<file path="config.mk">
export PLATFORM = sky130hd
export DESIGN_NAME = baudot_rx_sequencer
export DESIGN_NICKNAME = d
export VERILOG_FILES = /design/src/rtl/baudot_rx_sequencer.sv
export SDC_FILE = /design/constraint.sdc
export NUM_CORES = 1
export LEC_CHECK = 0
export CAP_MARGIN = 10
export CORE_ASPECT_RATIO = 0.7
export CORE_MARGIN = 2
export CORE_UTILIZATION = 55
export DETAILED_ROUTE_END_ITERATION = 10
export PLACE_DENSITY = 0.86
export SKIP_CTS_REPAIR_TIMING = 1
export SYNTH_ARGS = -nofsm -noshare
export SYNTH_HDL_FRONTEND = slang
export SYNTH_SLANG_ARGS = --single-unit
</file>
<file path="constraint.sdc">
create_clock -name clk -period 3.65 [get_ports clk]
set_clock_uncertainty 0.2 [all_clocks]
set_input_delay 0.365 -clock clk [delete_from_list [all_inputs] [get_ports clk]]
set_output_delay 0.365 -clock clk [all_outputs]
set_load 0.03 [all_outputs]
</file>
<file path="src/rtl/baudot_rx_sequencer.sv">
// Baudot line deframer with LTRS/FIGS shift tracking and a symbol FIFO toward the ASCII path.
// Optional macro BAUDOT_UNSHIFT_ON_SPACE_EN: a committed SPACE drops back to LTRS after queueing.
module baudot_rx_sequencer #(
  parameter int CLKS_PER_BIT = 8,
  parameter int FIFO_DEPTH   = 4
) (
  input  logic       clk,
  input  logic       rst_n,
  input  logic       baudot_in,
  output logic       sym_valid,
  output logic [5:0] sym_data,
  input  logic       sym_ready,
  output logic       rx_busy,
  output logic       frame_err,
  output logic       overflow,
  input  logic       ovf_clr,
  output logic       figs_state
);

  localparam int CW = (CLKS_PER_BIT > 2) ? $clog2(CLKS_PER_BIT) : 1;
  localparam int AW = (FIFO_DEPTH > 1) ? $clog2(FIFO_DEPTH) : 1;
  localparam logic [CW-1:0] HALF_LAST = CW'(CLKS_PER_BIT / 2 - 1);
  localparam logic [CW-1:0] FULL_LAST = CW'(CLKS_PER_BIT - 1);

  localparam logic [4:0] CODE_LTRS  = 5'b11111;
  localparam logic [4:0] CODE_FIGS  = 5'b11011;
  localparam logic [4:0] CODE_NULL  = 5'b00000;
  localparam logic [4:0] CODE_SPACE = 5'b00100;

  typedef enum logic [2:0] {
    S_IDLE    = 3'd0,
    S_START   = 3'd1,
    S_DATA    = 3'd2,
    S_STOP    = 3'd3,
    S_WAIT_HI = 3'd4
  } state_t;

  // state is left as a named signal so checkers can bind to it directly.
  state_t        state, state_nx;
  logic [CW-1:0] clk_cnt, clk_cnt_nx;
  logic [2:0]    bit_cnt, bit_cnt_nx;
  logic [4:0]    code, code_nx;
  logic          commit, stop_bad;

  logic sync1, sync2, sync_d;
  logic fall;

  // Synchronizer flops reset high so a reset release on an idle line is not a start edge.
  always_ff @(posedge clk or negedge rst_n) begin
    if (!rst_n) begin
      sync1  <= 1'b1;
      sync2  <= 1'b1;
      sync_d <= 1'b1;
    end else begin
      sync1  <= baudot_in;
      sync2  <= sync1;
      sync_d <= sync2;
    end
  end

  assign fall = sync_d && !sync2;

  always_ff @(posedge clk or negedge rst_n) begin
    if (!rst_n) begin
      state   <= S_IDLE;
      clk_cnt <= '0;
      bit_cnt <= '0;
      code    <= '0;
    end else begin
      state   <= state_nx;
      clk_cnt <= clk_cnt_nx;
      bit_cnt <= bit_cnt_nx;
      code    <= code_nx;
    end
  end

  always_comb begin
    state_nx   = state;
    clk_cnt_nx = clk_cnt;
    bit_cnt_nx = bit_cnt;
    code_nx    = code;
    commit     = 1'b0;
    stop_bad   = 1'b0;
    case (state)
      S_IDLE: begin
        if (fall) begin
          state_nx   = S_START;
          clk_cnt_nx = '0;
          bit_cnt_nx = '0;
        end
      end
      S_START: begin
        if (clk_cnt == HALF_LAST) begin
          clk_cnt_nx = '0;
          state_nx   = sync2 ? S_IDLE : S_DATA;
        end else begin
          clk_cnt_nx = clk_cnt + 1'b1;
        end
      end
      S_DATA: begin
        if (clk_cnt == FULL_LAST) begin
          clk_cnt_nx = '0;
          code_nx    = {sync2, code[4:1]};
          if (bit_cnt == 3'd4) begin
            state_nx = S_STOP;
          end else begin
            bit_cnt_nx = bit_cnt + 3'd1;
          end
        end else begin
          clk_cnt_nx = clk_cnt + 1'b1;
        end
      end
      S_STOP: begin
        if (clk_cnt == FULL_LAST) begin
          clk_cnt_nx = '0;
          if (sync2) begin
            commit   = 1'b1;
            state_nx = S_IDLE;
          end else begin
            stop_bad = 1'b1;
            state_nx = S_WAIT_HI;
          end
        end else begin
          clk_cnt_nx = clk_cnt + 1'b1;
        end
      end
      S_WAIT_HI: begin
        if (sync2) state_nx = S_IDLE;
      end
      default: state_nx = S_IDLE;
    endcase
  end

  assign rx_busy = (state != S_IDLE);

  logic is_ltrs, is_figs, is_null, is_space;
  logic push_req;
  logic figs_nx;

  assign is_ltrs  = (code == CODE_LTRS);
  assign is_figs  = (code == CODE_FIGS);
  assign is_null  = (code == CODE_NULL);
  assign is_space = (code == CODE_SPACE);
  assign push_req = commit && !is_ltrs && !is_figs && !is_null;

  always_comb begin
    figs_nx = figs_state;
    if (commit && is_ltrs) figs_nx = 1'b0;
    if (commit && is_figs) figs_nx = 1'b1;
`ifdef BAUDOT_UNSHIFT_ON_SPACE_EN
    if (commit && is_space) figs_nx = 1'b0;
`else
    if (commit && is_space) figs_nx = figs_state;
`endif
  end

  always_ff @(posedge clk or negedge rst_n) begin
    if (!rst_n) begin
      figs_state <= 1'b0;
      frame_err  <= 1'b0;
    end else begin
      figs_state <= figs_nx;
      frame_err  <= stop_bad;
    end
  end

  // Handshake: a symbol transfers on any clk edge where sym_valid && sym_ready;
  // the head and sym_valid hold until then, and sym_ready without sym_valid does nothing.
  logic [5:0]  mem [FIFO_DEPTH];
  logic [AW:0] wr_ptr, rd_ptr;
  logic        empty, full, pop, push_ok, ovf_set;

  assign empty   = (wr_ptr == rd_ptr);
  assign full    = (wr_ptr[AW] != rd_ptr[AW]) && (wr_ptr[AW-1:0] == rd_ptr[AW-1:0]);
  assign pop     = sym_valid && sym_ready;
  assign push_ok = push_req && (!full || pop);
  assign ovf_set = push_req && full && !pop;

  assign sym_valid = !empty;
  assign sym_data  = empty ? 6'd0 : mem[rd_ptr[AW-1:0]];

  always_ff @(posedge clk) begin
    if (push_ok) mem[wr_ptr[AW-1:0]] <= {figs_state, code};
  end

  always_ff @(posedge clk or negedge rst_n) begin
    if (!rst_n) begin
      wr_ptr   <= '0;
      rd_ptr   <= '0;
      overflow <= 1'b0;
    end else begin
      if (push_ok) wr_ptr <= wr_ptr + (AW+1)'(1);
      if (pop)     rd_ptr <= rd_ptr + (AW+1)'(1);
      if (ovf_set)      overflow <= 1'b1;
      else if (ovf_clr) overflow <= 1'b0;
    end
  end

endmodule

</file>
==> impl_metrics.yaml <==
critical_path:
  path_class: "reg -> out"
  worstSetupStartpointType: "flop"
  cp_cell_sequence: "xor2_1 -> or3b_1 -> and2_1 -> clkdlybuf4s50_1"
  slowest_stage: "dfrtp_1"
  end_kind: "output pin"
  critPathRequiredTime_ns: 3.08
  crit_path_max_fanout: 9
  slowest_delay_ns: 0.68
  crit_arrival_ns: 2.46
sta:
  rsz0062_at_grt: "false"
  period_share_pct: 82.8
  relSlewSlack_pct: 65.2
  setup_slack_ns: 0.630
  worst_pin_slew_ns: 0.522
  period_minus_slack_ns: 3.02
  setup_tns_ns: 0
  setup_viol: 0
  hold_viol: 0
  fmax_mhz: 331
  slew_violations: 0
global_routing:
  antenna_found_initial: 0
  grt_start_max_net_pins: 27
  first_global_vias: 1299
  overflow: 0
  grt.total_usage_pct: 18.7
  grt_pass1_wl_microns: 6320
route:
  drc: 0
  wl_per_cell_microns: 16.1
  antenna_left: 0
  drt-total-wl_microns: 3750
  drt_iter0_drc: 84
  via_per_inst: 5.63
  drt_pass1_iterations: 4
  dr_total_vias: 1312
min_path:
  hold_class: "reg -> reg"
pwr:
  p_leak_nw: 0.995
  cellPowerDensity_mw_per_mm2: 638
  ir_drop_mv: 0.395
synth:
  synth_area_leaders: "edfxtp_1, dfrtp_1, ha_1, mux4_2, mux2_2"
  ys_seq_area_share_pct: 60.9
  ys_ff_latch: 50
  synthFlopType: "edfxtp_1"
  synthArstFlopShare_pct: 52.0
  synth_top_area_cell: "edfxtp_1"
  syn_area_per_cell_sq_um: 13.9
  synth_top_area_share_pct: 31.9
  syn_area_sq_mm: 0.00226
  synth.net_count: 178
  synth_warnings: 0
  ys_types: 37
  synth_cells: 162
  synth-edff-count: 24
placed_design:
  port_buffers: 15
  place.gp.congestion: 0.782
  dp_worst_setup_slack_ns: 0.926
  place_hpwl_microns: 2640
cells_and_area:
  area_growth_pct: 13.5
  n_antenna_cell: 0
  nets: 196
  drive_gt1_share_pct: 14.4
floorplan:
  die-area_sq_mm: 0.00465
  rows: 19
  dieHeight_microns: 57.6
  ioPinCount: 16
  core_area_sq_mm: 0.00392
  initial_core_util_pct: 57.6
  die_w_microns: 80.6
clock_tree:
  cts_made_buffers: 5
  cts_buffer_depth: 2
  cts_root_buf: "clkbuf_8"
  cts.sinks: 50
  cts_tree: "built"
  clk_pin_slew_ns: 0.09
  clk_latency_ns: 0.30
  htree_levels: 2
run_status:
  status: "complete, no violations"
flow_run:
  cap_viol_max_count: 0
## cell usage after synthesis (2+ instances only)
cell      count
a211o_1       2
a21oi_1       3
a22o_1        3
and2_1        9
buf_2         3
clkbuf_1      3
dfrtp_1      23
dfstp_2       3
edfxtp_1     24
ha_1         11
inv_1         9
mux2_2        9
mux4_2        6
nand2_1      11
nand2b_1      3
nand3_1       2
nor2_1        7
nor3_1        2
o21ai_0       2
o22ai_1       3
o41ai_1       2
or3b_1        2
xnor2_1       4
xor2_1        3
## worst max-delay path, delay by kind of cell, from the launching register on
| family | cells | cell delay, ns |
|---|---|---|
| DFF | 1 | 0.68 |
| and+or+nand+nor | 2 | 0.70 |
| xor gates and xnor gates | 1 | 0.18 |
| buffers and inverters | 1 | 0.59 |
## logic make-up after synthesis
family / count (synthesis) / share of synthesized area, %
flops: 50 / 60.9
fa+ha+maj: 11 / 6.09
simple gates: 41 / 9.75
mux: 16 / 11.0
compound gates: 22 / 6.98
xor+xnor: 7 / 2.71
buf+inv: 15 / 2.66
## per-stage QoR
step | instances | cell area (sq um) | utilization [%] | total power [W] | hold WS [ns]
floorplan | 162 | 2260 | - | 0.00117 | -0.131
global placement | 224 | 2460 | 62.6 | 0.00131 | 0.147
detailed placement | 224 | 2460 | 62.6 | 0.00135 | 0.152
CTS | 232 | 2540 | 64.7 | 0.00164 | 0.164
global route | 233 | 2560 | 65.4 | 0.00174 | 0.167
finish | 233 | 2560 | 65.4 | 0.00164 | 0.163
## state kept, by name, indices dropped and copies added (netlist names)
signal and count:
rd_ptr 3, wr_ptr 3, frame_err 1, clk_cnt 3, bit_cnt 3, mem 24
state 3, overflow 1, sync1 1, figs_state 1, code 5, sync2 1
sync_d 1
## cell type report
cell class                 count  area (sq um)
clock buffer                   5          68.8
timing repair buffer          17           185
inverter                       9          33.8
clock inverter                 3          11.3
sequential                    50          1380
tap                           52          65.1
multi-input combinational     97           825
fill                         281          1360
## power by group
group | internal, W | leakage [nW] | switching (W)
Sequential | 0.000655 | 0.537 | 0.000122
Clock | 0.000128 | 0.0407 | 0.000168
Combinational | 0.000290 | 0.417 | 0.000272
Total | 0.00107 | 0.995 | 0.000563
## routing by layer
layer	wire, microns	GRT usage [%]
met4	48	7.75
met3	186	4.98
met1	1800	26.7
met5	0	0
met2	1720	27.9
## layout by cell type (no fill, tap or decap), types with 3 or more instances in the layout
cell type	instances
a22o_1	3
clkdlybuf4s50_1	15
mux4_2	6
clkbuf_8	5
and2_1	9
mux2_2	9
a21oi_1	3
inv_1	9
edfxtp_1	24
xnor2_1	4
ha_1	11
nor2_1	7
o22ai_1	3
clkinv_1	3
dfrtp_1	23
xor2_1	3
nand2_1	11
dfstp_2	3
nand2b_1	3
## worst paths after layout
kind	startpoint	end	slack [ns]	depth (start not counted)
max	rd_ptr[0]	sym_data[4]	0.63	4
min	sync1	sync2	0.16	0
max reg2reg	clk_cnt[0]	mem[0][2]	0.95	6
min reg2reg	sync1	sync2	0.16	0
max in group asynchronous	rst_n	sync1	2.50	2
min in group asynchronous	rst_n	clk_cnt[2]	0.21	1
Note: power is estimated with default switching activity, not from simulation.
